`config.mk`:
```
export PLATFORM = sky130hd
export DESIGN_NAME = tx_am_insert
export DESIGN_NICKNAME = d
export VERILOG_FILES = /design/src/rtl/tx_am_pkg.sv /design/src/rtl/tx_am_bip.sv /design/src/rtl/tx_am_insert.sv
export SDC_FILE = /design/constraint.sdc
export NUM_CORES = 1
export LEC_CHECK = 0
export CAP_MARGIN = 10
export CORE_ASPECT_RATIO = 0.9
export CORE_MARGIN = 2
export CORE_UTILIZATION = 47
export DETAILED_ROUTE_END_ITERATION = 7
export HOLD_SLACK_MARGIN = 0.02
export PLACE_DENSITY = 0.85
export SLEW_MARGIN = 20
export SYNTH_ARGS = -nofsm -noshare
export SYNTH_HDL_FRONTEND = slang
export SYNTH_SLANG_ARGS = --single-unit
```
`constraint.sdc`:
```
create_clock -name i_clk -period 3.2 [get_ports i_clk]
set_clock_uncertainty 0.1 [all_clocks]
set_input_delay 0.32 -clock i_clk [delete_from_list [all_inputs] [get_ports i_clk]]
set_output_delay 0.32 -clock i_clk [all_outputs]
set_load 0.01 [all_outputs]
```
`src/rtl/tx_am_pkg.sv`:
```
// tx_am_pkg: shared constants for the TX alignment-marker inserter.
// FSM state encodings, per-lane AM patterns (also used by the RX AM-lock
// compare) and the fill word sent when upstream has nothing to send.
package tx_am_pkg;

    typedef enum logic [1:0] {
        ST_IDLE = 2'b00,
        ST_AM   = 2'b01,
        ST_DATA = 2'b10
    } txam_state_e;

    localparam logic [15:0] IDLE_WORD = 16'h0707;

    // Per-lane AM pattern; lanes beyond 3 reuse the pattern set cyclically.
    function automatic logic [15:0] am_pat(input int k);
        logic [15:0] p;
        case (k % 4)
            0:       p = 16'hC168;
            1:       p = 16'h9D71;
            2:       p = 16'hB5E2;
            default: p = 16'h4A3F;
        endcase
        return p;
    endfunction

endpackage

```
`src/rtl/tx_am_bip.sv`:
```
// tx_am_bip: per-lane 8-bit bit-interleaved parity accumulator.
// Folds both bytes of every word sent on the lane; clear has priority.
// Only instantiated when TX_AM_BIP_EN is defined.
module tx_am_bip (
    input  logic        i_clk,
    input  logic        i_rst_n,
    input  logic        i_clr,
    input  logic        i_acc,
    input  logic [15:0] i_word,
    output logic [7:0]  o_bip
);

    // Accumulate XOR of both bytes; cleared at each AM slot or resync.
    always_ff @(posedge i_clk or negedge i_rst_n) begin
        if (!i_rst_n) begin
            o_bip <= 8'h00;
        end else if (i_clr) begin
            o_bip <= 8'h00;
        end else if (i_acc) begin
            o_bip <= o_bip ^ i_word[15:8] ^ i_word[7:0];
        end
    end

endmodule

```
`src/rtl/tx_am_insert.sv`:
```
// tx_am_insert: TX alignment-marker inserter.
// Stripes upstream words onto LNUM lanes and inserts an AM word on all
// enabled lanes every period_q data slots. Optional macro TX_AM_BIP_EN
// folds a per-lane BIP into the low byte of the AM word.
//
//   state   | meaning
//   --------+-------------------------------------------------------
//   IDLE    | no output; waits for nonzero period and any lane enabled
//   AM      | emits AM on enabled lanes, latches the period
//   DATA    | emits upstream data or fill, counts slots to next AM
module tx_am_insert
    import tx_am_pkg::*;
#(
    parameter int LNUM = 4,
    parameter int DW   = 16
) (
    input  logic              i_clk,
    input  logic              i_rst_n,
    input  logic [LNUM-1:0]   i_lden,
    input  logic [15:0]       i_am_period,
    input  logic              i_tx_en,
    input  logic [LNUM*DW-1:0] i_data,
    input  logic              i_valid,
    output logic              o_ready,
    output logic [LNUM*DW-1:0] o_data,
    output logic              o_valid,
    output logic [LNUM-1:0]   o_is_am,
    output logic [1:0]        o_txam_fsm
);

    txam_state_e        state_q, state_d;
    logic [15:0]        slot_cnt_q, slot_cnt_d;
    logic [15:0]        period_q, period_d;
    logic [LNUM-1:0]    lden_q;
    logic               resync;
    logic               xfer;
    logic [LNUM*DW-1:0] am_bus;
    logic [LNUM*DW-1:0] data_bus;

    // A lane-set change or a zero period restarts the marker sequence.
    assign resync     = (i_lden != lden_q) || (i_am_period == 16'd0);
    assign o_ready    = i_tx_en & (state_q == ST_DATA) & (|i_lden);
    assign xfer       = i_valid & o_ready;
    assign o_txam_fsm = state_q;

`ifdef TX_AM_BIP_EN
    logic [7:0]  bip [LNUM];
    logic [15:0] pat;
    logic        bip_clr;
    logic        bip_acc;

    assign bip_clr = resync | (i_tx_en & (state_q == ST_AM));
    assign bip_acc = i_tx_en & (state_q == ST_DATA);

    for (genvar g = 0; g < LNUM; g++) begin : g_bip
        tx_am_bip u_bip (
            .i_clk   (i_clk),
            .i_rst_n (i_rst_n),
            .i_clr   (bip_clr),
            .i_acc   (bip_acc),
            .i_word  (data_bus[g*DW +: 16]),
            .o_bip   (bip[g])
        );
    end

    // Build AM and data lane words; disabled lanes stay zero.
    always_comb begin
        am_bus   = '0;
        data_bus = '0;
        pat      = '0;
        for (int k = 0; k < LNUM; k++) begin
            pat = am_pat(k);
            if (i_lden[k]) begin
                am_bus[k*DW +: DW]   = DW'({pat[15:8], bip[k]});
                data_bus[k*DW +: DW] = xfer ? i_data[k*DW +: DW] : DW'(IDLE_WORD);
            end
        end
    end
`else
    // Build AM and data lane words; disabled lanes stay zero.
    always_comb begin
        am_bus   = '0;
        data_bus = '0;
        for (int k = 0; k < LNUM; k++) begin
            if (i_lden[k]) begin
                am_bus[k*DW +: DW]   = DW'(am_pat(k));
                data_bus[k*DW +: DW] = xfer ? i_data[k*DW +: DW] : DW'(IDLE_WORD);
            end
        end
    end
`endif

    // Next-state, slot counter and period latch; resync overrides everything.
    always_comb begin
        state_d    = state_q;
        slot_cnt_d = slot_cnt_q;
        period_d   = period_q;
        if (i_tx_en) begin
            case (state_q)
                ST_IDLE: begin
                    if ((i_am_period != 16'd0) && (|i_lden)) begin
                        state_d = ST_AM;
                    end
                end
                ST_AM: begin
                    state_d    = ST_DATA;
                    period_d   = i_am_period;
                    slot_cnt_d = 16'd0;
                end
                ST_DATA: begin
                    if (slot_cnt_q == (period_q - 16'd1)) begin
                        state_d    = ST_AM;
                        slot_cnt_d = 16'd0;
                    end else begin
                        slot_cnt_d = slot_cnt_q + 16'd1;
                    end
                end
                default: state_d = ST_IDLE;
            endcase
        end
        if (resync) begin
            state_d    = ST_IDLE;
            slot_cnt_d = 16'd0;
        end
    end

    // State, counter, period and lane-enable history registers.
    always_ff @(posedge i_clk or negedge i_rst_n) begin
        if (!i_rst_n) begin
            state_q    <= ST_IDLE;
            slot_cnt_q <= 16'd0;
            period_q   <= 16'd0;
            lden_q     <= '0;
        end else begin
            state_q    <= state_d;
            slot_cnt_q <= slot_cnt_d;
            period_q   <= period_d;
            lden_q     <= i_lden;
        end
    end

    // Registered lane outputs; words hold between strobes, valid pulses.
    always_ff @(posedge i_clk or negedge i_rst_n) begin
        if (!i_rst_n) begin
            o_data  <= '0;
            o_valid <= 1'b0;
            o_is_am <= '0;
        end else begin
            o_valid <= 1'b0;
            if (i_tx_en) begin
                case (state_q)
                    ST_AM: begin
                        o_valid <= 1'b1;
                        o_data  <= am_bus;
                        o_is_am <= i_lden;
                    end
                    ST_DATA: begin
                        o_valid <= 1'b1;
                        o_data  <= data_bus;
                        o_is_am <= '0;
                    end
                    default: ;
                endcase
            end
        end
    end

endmodule

```
Word-level counts from Yosys, hierarchy flattened
Index checks and enable logic that the tools add are counted.
{"block": "op_classes", "n_bitwise": 3, "muxes": 25, "reduce_logical": 14, "eq_ne": 6, "add_sub_neg": 2}
{"op": "16-bit 2-to-1 mux", "count": 14}
{"op": "64-bit one-hot mux with 2 select lines", "count": 1}
{"op": "16-bit one-hot mux with 2 select lines", "count": 1}
{"op": "16-bit by 1-bit adder with 16-bit output (second input constant)", "count": 1}
{"op": "16-bit == test", "count": 1}
{"op": "16-bit zero test", "count": 1}
{"op": "16-bit nonzero test", "count": 1}
{"op": "16-bit by 1-bit subtractor with 16-bit output (second input constant)", "count": 1}
{"op": "15-bit 2-to-1 mux", "count": 1}
{"op": "2-bit 2-to-1 mux", "count": 4}
{"op": "4-bit one-hot mux with 2 select lines", "count": 1}
{"op": "2-bit one-hot mux with 3 select lines", "count": 1}
{"op": "2-bit AND reduction", "count": 3}
{"op": "4-bit inequality test", "count": 1}
{"op": "2-bit nonzero test", "count": 2}
{"op": "4-bit OR reduction", "count": 1}
{"op": "1-bit bitwise AND", "count": 3}
{"op": "3-bit by 2-bit inequality test with 1-bit output (second input constant)", "count": 1}
{"op": "3-bit inequality test (second input constant)", "count": 1}
{"op": "3-bit AND reduction", "count": 1}
{"op": "3-bit nonzero test", "count": 1}
{"op": "2-bit by 1-bit == test with 1-bit output (second input constant)", "count": 1}
{"op": "2-bit == test (second input constant)", "count": 1}
{"op": "2-bit zero test", "count": 1}
{"op": "4 further kinds", "count": 5}
{"block": "word_totals", "regBits": 107, "elab_cells": 57}

Logic depth before layout (Yosys ltp)
Gate-level depths: netlist (run 1).
{"block": "logic_depth", "word_depth": 7, "depth_mapped": 10}

Worst setup path before layout (run 1)
OpenSTA, ideal clock, no wires.
{"block": "synth_timing", "path_type": "register -> register", "start": "register period_q[0]", "end": "register slot_cnt_q[4]", "setup_slack_ns": 0.541, "arrival_time_ns": 2.420, "n_path_buf": 1, "setup_ns": 0.139, "path_stages_with_launch": 11, "t_required_ns": 2.961, "synth_period_minus_slack_ns": 2.659, "cell_sequence": "dfrtp_1 inv_1 ha_1 or3b_2 nor3_1 o22ai_1 a2111oi_4 nand4_4 buf_4 a31oi_1 a31oi_1"}
{"block": "synth_via", "elab_chain_len": 6}
{"element": "from (decl)", "line": "tx_am_insert.sv:33", "source": "logic [15:0] period_q, period_d;"}
{"element": "from (signal assigned)", "line": "tx_am_insert.sv:137", "source": "period_q <= period_d;"}
{"element": "16-bit by 1-bit subtractor with 16-bit output", "line": "tx_am_insert.sv:111", "source": "if (slot_cnt_q == (period_q - 16'd1)) begin"}
{"element": "16-bit == test", "line": "tx_am_insert.sv:111"}
{"element": "16-bit 2-to-1 mux", "line": "tx_am_insert.sv:111"}
{"element": "16-bit one-hot mux with 2 select lines", "line": "tx_am_insert.sv:99", "source": "case (state_q)"}
{"element": "16-bit 2-to-1 mux", "line": "tx_am_insert.sv:98", "source": "if (i_tx_en) begin"}
{"element": "16-bit 2-to-1 mux", "line": "tx_am_insert.sv:121", "source": "if (resync) begin"}
{"element": "to (signal assigned)", "line": "tx_am_insert.sv:136", "source": "slot_cnt_q <= slot_cnt_d;"}
{"element": "to (decl)", "line": "tx_am_insert.sv:32", "source": "logic [15:0] slot_cnt_q, slot_cnt_d;"}
Every way passes these cells. The select of a mux whose other input is x is not followed.
A chain may end at the register's enable or synchronous reset.

Worst setup path in the final report (run 1)
{"block": "layout_timing", "start": "register period_q[4]", "end": "register state_q[1], in the netlist o_txam_fsm[1]"}
{"block": "layout_via", "elab_chain_len": 4}
{"element": "16-bit by 1-bit subtractor with 16-bit output", "line": "tx_am_insert.sv:111"}
{"element": "16-bit == test", "line": "tx_am_insert.sv:111"}
{"element": "3-bit by 2-bit inequality test with 1-bit output (no line)"}
{"element": "3-bit AND reduction (no line)"}
{"element": "to (signal assigned)", "line": "tx_am_insert.sv:135", "source": "state_q <= state_d;"}
{"element": "to (decl)", "line": "tx_am_insert.sv:31", "source": "txam_state_e state_q, state_d;"}
Every way passes these cells.

==> summary.txt, run 1 <==
Outcome
  – Outcome: finished, final reports clean

Floorplan
  – Die width: 116 µm
  – Die area: 12100 µm²
  – Die height: 104 µm
  – Site Rows: 36
  – Core ar.: 10900 µm²
  – Initial Utilization: 0.485
  – Ports: 160

Final layout
  – Fillers: 820
  – Most frequent cells in the layout: 158 x clkdlybuf4s50_1, 107 x dfrtp_1, 95 x nand2_1
  – Post-layout util: 0.679
  – ANT cells: 0
  – Fin area: 7370 µm²
  – Most common cell after layout, fill and taps aside: clkdlybuf4s50_1
  – Layout Nets: 800
  – Share of post-route cells with drive strength above 1: 0.0900
  – P&R area growth vs syn: 40.1%

Synthesis
  – FF+latch count, synth: 107
  – Mapped Area: 5260 µm²
  – Syn Nets: 646
  – Synth Instances: 552
  – Syn Area/Cell: 9.53 µm²
  – Distinct cells, synth: 49
  – Post-synthesis sequential area ratio: 0.509
  – Yosys warnings: 0

STA
  – Final hold vios: 0
  – RSZ-0062 raised after global routing: false
  – Worst Max-Slew Pin Slew: 0.724 ns
  – Setup_tns: 0 ns
  – Max-slew violation count: 0
  – Slew margin rel.: 0.513
  – Minimum clock period after layout: 3.05 ns
  – FMAX: 328 MHz
  – Fin crit share: 0.953
  – Final setup viols: 0

Placed design
  – Port Buffers: 159
  – DP Area: 7010 µm²
  – Dpl hpwl: 11400 µm
  – Routability cong.: 0.904

Detailed routing
  – Final ANT Viol Nets: 0
  – Via count: 5085
  – TritonRoute pass-1 iters: 6
  – # DRC: 0
  – Drt total wl: 15900 µm
  – DR iter-0 viols: 537
  – DR vias/cell: 5.89
  – WL/cell: 18.4 µm

Pwr
  – Maximum vdd drop: 0.388 mV
  – Total design power: 4.17 mW
  – Pwr per Cell Area: 566 nW/µm²
  – Cell leakage power: 3.12 nW

Run
  – Max Cap Violations: 0

Clock network
  – Clock slew at reported path FFs: 0.08 ns
  – CTS tree: built
  – CTS sink cnt: 107
  – Max clock buf depth: 2
  – Total CTS buffers: 9
  – CTS Root Cell: clkbuf_16
  – Clock latency on the worst-skew pair: 0.35 ns
  – H-tree Lvls: 3

Global routing
  – First-pass GRT wire length: 25000 µm
  – Total gr overflow: 0
  – Gr usage total: 0.261
  – Vias in the first global route: 5006
  – Largest net degree at the start of global routing: 57
  – Initial antenna violation count: 0

Critical path
  – CP max FO: 12
  – Critical path type: reg2reg
  – CP Launch Type: register
  – Worst EP arrival: 3.23 ns
  – Critical path capture point type: register
  – Worst Path Required: 3.38 ns

Hold path
  – Worst Hold Class: reg2reg
[cell families after synthesis]
group           synth area share
simple gates               0.183
buf+inv                   0.0371
compound gates             0.183
flops                      0.509
xor+xnor                  0.0383
fa+ha+maj                 0.0143
mux                       0.0361
[final cells by class]
class / count / area [µm²] / area share
multi-input combinational: 399 / 2420 / 0.329
clock inverter: 7 / 78.8 / 0.0107
clock buffer: 9 / 225 / 0.0306
timing repair buffer: 178 / 1730 / 0.235
tap: 152 / 190 / 0.0258
inverter: 11 / 41.3 / 0.00560
sequential: 107 / 2680 / 0.363
[state kept, by name (all words and copies together), names as in the netlist]
register,count
o_valid,1
o_data,64
o_txam_fsm,2
o_is_am,4
slot_cnt_q,16
period_q,16
lden_q,4
[power breakdown]
part           internal (mW)  total, mW  switching, mW
logic                  0.666       1.27          0.600
registers               1.56       1.78          0.218
clock network          0.556       1.12          0.568
[cell usage after synthesis (all sizes together)]
| cell type | count | share of area |
|---|---|---|
| buf | 4 | 0.0064 |
| xnor2 | 13 | 0.022 |
| nor3 | 8 | 0.0076 |
| clkbuf | 32 | 0.023 |
| o31ai | 3 | 0.0043 |
| o211a | 1 | 0.0019 |
| nand2 | 96 | 0.068 |
| dfrtp | 107 | 0.51 |
| or4 | 5 | 0.0078 |
| nor2b | 5 | 0.0059 |
| a41oi | 1 | 0.0017 |
| xor2 | 10 | 0.017 |
| a22oi | 1 | 0.0024 |
| inv | 11 | 0.0078 |
| nand4 | 8 | 0.012 |
| o41ai | 2 | 0.0033 |
| a211o | 1 | 0.0017 |
| and4 | 1 | 0.0017 |
| and3 | 10 | 0.012 |
| nor2 | 15 | 0.011 |
| a21oi | 23 | 0.022 |
| o221ai | 1 | 0.0017 |
| a22o | 11 | 0.018 |
| o211ai | 1 | 0.0014 |
| nand3 | 23 | 0.022 |
| mux2i | 1 | 0.0019 |
| and4b | 1 | 0.0019 |
| or3 | 2 | 0.0024 |
| and2 | 5 | 0.0059 |
| o311ai | 2 | 0.0033 |
| nor4 | 11 | 0.019 |
| or3b | 1 | 0.0017 |
| mux2 | 16 | 0.034 |
| nor3b | 1 | 0.0024 |
| a31oi | 24 | 0.029 |
| o21ai | 82 | 0.078 |
| a311oi | 3 | 0.0062 |
| nand2b | 1 | 0.0012 |
| ha | 6 | 0.014 |
| o2111ai | 1 | 0.0017 |
| a2111oi | 1 | 0.0052 |
| o22ai | 1 | 0.0012 |
[routing by layer]
metal / routed length, µm / share of wire / GRT usage / vias to the layer above
met5: 0 / 0 / 0 / -
met4: 420 / 0.026 / 0.0775 / 0
met3: 1180 / 0.074 / 0.0379 / 46
met2: 7890 / 0.50 / 0.447 / 254
met1: 6420 / 0.40 / 0.339 / 2492
li1: - / - / - / 2293
[per-stage QoR]
| stage | cells | setup WS (ns) | hold WS (ns) |
|---|---|---|---|
| floorplan | 552 | 0.541 | -0.0756 |
| global placement | 843 | 0.337 | 0.308 |
| CTS | 860 | 0.110 | 0.386 |
| detailed placement | 843 | 0.138 | 0.313 |
| global route | 863 | 0.0347 | 0.405 |
| finish | 863 | 0.151 | 0.383 |
[path summary, 6_finish.rpt]
| kind | start | end | slack (ns) | cells after the start |
|---|---|---|---|---|
| setup / recovery | period_q[4] | o_txam_fsm[1] | 0.15 | 8 |
| hold / removal | o_data[50] | o_data[50] | 0.38 | 2 |
| setup reg to reg | period_q[4] | o_txam_fsm[1] | 0.15 | 8 |
| hold reg to reg | o_data[50] | o_data[50] | 0.38 | 2 |
| max in group asynchronous | i_rst_n | o_data[2] | 1.69 | 3 |
| min in group asynchronous | i_rst_n | o_data[9] | 0.45 | 2 |
[repair_timing]
item | CTS | global route
buffers inserted | 0 | 2
resized for setup | 0 | 3
hold endpoints to repair | 54 | 0
endpoints found under the setup margin | 0 | 14
hold buffers | 1 | 0
[critical path, cell delays in order, from the launching register on]
cell and delay, ns:
dfrtp_1 0.53, nor4_4 0.45, nand3_1 0.18, or4_4 0.54
a2111oi_4 0.32, buf_4 0.22, a41oi_1 0.22, nor2_1 0.22
mux2i_1 0.19
(Power assumes the default switching activity.)
==> run 2: changes to the inputs <==
--- a/config.mk
+++ b/config.mk
@@ -6,7 +6,7 @@
 export NUM_CORES = 1
 export LEC_CHECK = 0
 export CAP_MARGIN = 10
-export CORE_ASPECT_RATIO = 0.9
+export CORE_ASPECT_RATIO = 0.7
 export CORE_MARGIN = 2
 export CORE_UTILIZATION = 47
 export DETAILED_ROUTE_END_ITERATION = 7
==> summary.txt, run 2 (synthesized netlist as in run 1, its figures left out) <==
Floorplan
  – Die area: 12100 µm² (+0.10%)
  – Site Rows: 32 (-11%)
  – Die height: 92.5 µm (-11%)
  – Core ar.: 11000 µm² (+1.1%)
  – Initial Utilization: 0.480 (-0.00509)
  – Ports: 160 (unchanged)
  – Die width: 130 µm (+13%)

Final layout
  – Fin area: 7350 µm² (-0.25%)
  – Most frequent cells in the layout: 158 x clkdlybuf4s50_1, 107 x dfrtp_1, 95 x nand2_1
  – Fillers: 813 (-0.85%)
  – Layout Nets: 794 (-0.75%)
  – Post-layout util: 0.670 (-0.00884)
  – Most flops, register: o_data
  – P&R area growth vs syn: 39.7%
  – Largest registers: o_data (64), period_q (16), slot_cnt_q (16)
  – Most common cell after layout, fill and taps aside: clkdlybuf4s50_1
  – Max reg flops: 64 (unchanged)
  – Share of post-route cells with drive strength above 1: 0.0837 (-0.00633)
  – ANT cells: 0 (unchanged)

Placed design
  – Port Buffers: 159 (unchanged)
  – Dpl hpwl: 10900 µm (-4.6%)
  – Routability cong.: 0.901 (-0.28%)
  – DP Area: 6990 µm² (-0.23%)

STA
  – Fin Hold WS: 0.314 ns (-0.0693 ns)
  – Max-slew violation count: 0 (unchanged)
  – Minimum clock period after layout: 3.09 ns (+0.0395 ns)
  – Fin crit share: 0.965 (+0.0123)
  – FMAX: 324 MHz (-1.3%)
  – Worst Max-Slew Pin Slew: 0.967 ns (+0.242 ns)
  – Final hold vios: 0 (unchanged)
  – Final setup viols: 0 (unchanged)
  – Slew margin rel.: 0.356 (-0.157)

Clock network
  – CTS tree: built
  – H-tree Lvls: 3 (unchanged)
  – CTS Root Cell: clkbuf_16
  – Setup Fix Bufs, Post-CTS: 0 (unchanged)
  – Max clock buf depth: 2 (unchanged)
  – Clock latency on the worst-skew pair: 0.35 ns (about the same)
  – Clock slew at reported path FFs: 0.08 ns (about the same)
  – CTS sink cnt: 107 (unchanged)
  – Total CTS buffers: 9 (unchanged)

Detailed routing
  – Via count: 4953 (-2.6%)
  – DR vias/cell: 5.77 (-2.0%)
  – DR iter-0 viols: 490 (-8.8%)
  – Final ANT Viol Nets: 0 (unchanged)
  – TritonRoute pass-1 iters: 5 (-1)
  – # DRC: 0 (unchanged)
  – Drt total wl: 15100 µm (-5.3%)
  – WL/cell: 17.6 µm (-4.7%)

Outcome
  – Outcome: finished, final reports clean

Global routing
  – Initial antenna violation count: 0 (unchanged)
  – Largest net degree at the start of global routing: 83 (+46%)
  – Total gr overflow: 0 (unchanged)
  – Vias in the first global route: 4759 (-4.9%)
  – First-pass GRT wire length: 24000 µm (-4.0%)
  – Gr usage total: 0.252 (-0.00833)

Critical path
  – Largest stage delay on the critical path: 0.54 ns (about the same)
  – Critical path type: reg2reg
  – CP most frequent cell: a31oi_1
  – Critical path capture point type: register
  – CP Launch Type: register
  – Worst EP arrival: 3.21 ns (-0.02 ns)
  – CP max FO: 14 (+2)
  – Slowest CP cell: a2111oi_4
  – Worst Path Required: 3.33 ns (-0.05 ns)
  – Crit-path cells: inv_1, ha_1, or3b_2, nor3_1, o22ai_1, a2111oi_4, nand4_4, a31oi_1, a31oi_1

Pwr
  – Cell leakage power: 3.08 nW (-1.1%)
  – Pwr per Cell Area: 565 nW/µm² (-0.12%)
  – Maximum vdd drop: 0.451 mV (+16%)

Hold path
  – Worst Hold Class: in2async

Run
  – Max Cap Violations: 0 (unchanged)
run 2: cell count changes in the layout (fill, tap and decap cells not counted):
cell / change
bufinv_16: +1
buf_4: -7
clkinvlp_4: +1
buf_12: +1
a41oi_2: +1
clkinv_8: -2
a41oi_1: -1
run 2: cell type report:
| cell class | count | area, µm² | area share |
|---|---|---|---|
| multi-input cells | 399 | 2430 | 0.331 |
| well taps | 153 | 191 | 0.0260 |
| flip-flops and latches | 107 | 2680 | 0.364 |
| clock buffers | 9 | 225 | 0.0306 |
| repair buffers | 172 | 1700 | 0.231 |
| clock inverters | 7 | 83.8 | 0.0114 |
| inverters | 11 | 41.3 | 0.00562 |
run 2: routing by layer:
layer	wire (µm)	up-vias	share of wire	GRT usage
met5	0	-	0	0
met1	6540	2415	0.43	0.346
met2	7060	223	0.47	0.397
met4	432	0	0.029	0.0913
met3	1040	39	0.069	0.0543
li1	-	2276	-	-
run 2: critical path: cells and delay by family (launching register included):
| family | cells | cell delay [ns] |
|---|---|---|
| simple gates | 3 | 1.07 |
| compound gates | 4 | 1.05 |
| flops | 1 | 0.47 |
| fa+ha+maj | 1 | 0.19 |
| buf+inv | 1 | 0.09 |
run 2: timing repair:
item	in CTS	in global routing
hold buffers	1	0
setup endpoints to repair	0	16
resized for setup	0	4
hold endpoints to repair	25	0
run 2: metrics by stage:
step	std cells	setup TNS [ns]	setup WS, ns	power (mW)
floorplan	552	0	0.541	2.38
global placement	840	0	0.346	2.92
detailed placement	840	0	0.190	2.97
CTS	857	0	0.157	4.12
global route	858	-0.279	-0.0558	4.35
finish	858	0	0.112	4.15
run 2: final timing paths:
kind | startpoint | end | slack, ns | cells after the start
worst max-delay path | period_q[0] | slot_cnt_q[5] | 0.11 | 9
worst min register to register | o_data[42] | o_data[42] | 0.38 | 2
max in group asynchronous | i_rst_n | slot_cnt_q[15] | 1.92 | 3
worst max register to register | period_q[0] | slot_cnt_q[5] | 0.11 | 9
min in group i_clk | o_data[42] | o_data[42] | 0.38 | 2
worst min-delay path | i_rst_n | o_data[32] | 0.31 | 2
run 2: where the power goes:
group	total [mW]	switching [mW]	internal [mW]	leakage [nW]
clock	1.15	0.532	0.621	0.149
combinational	1.22	0.576	0.640	1.50
sequential	1.79	0.223	1.56	1.43
total	4.15	1.33	2.82	3.08
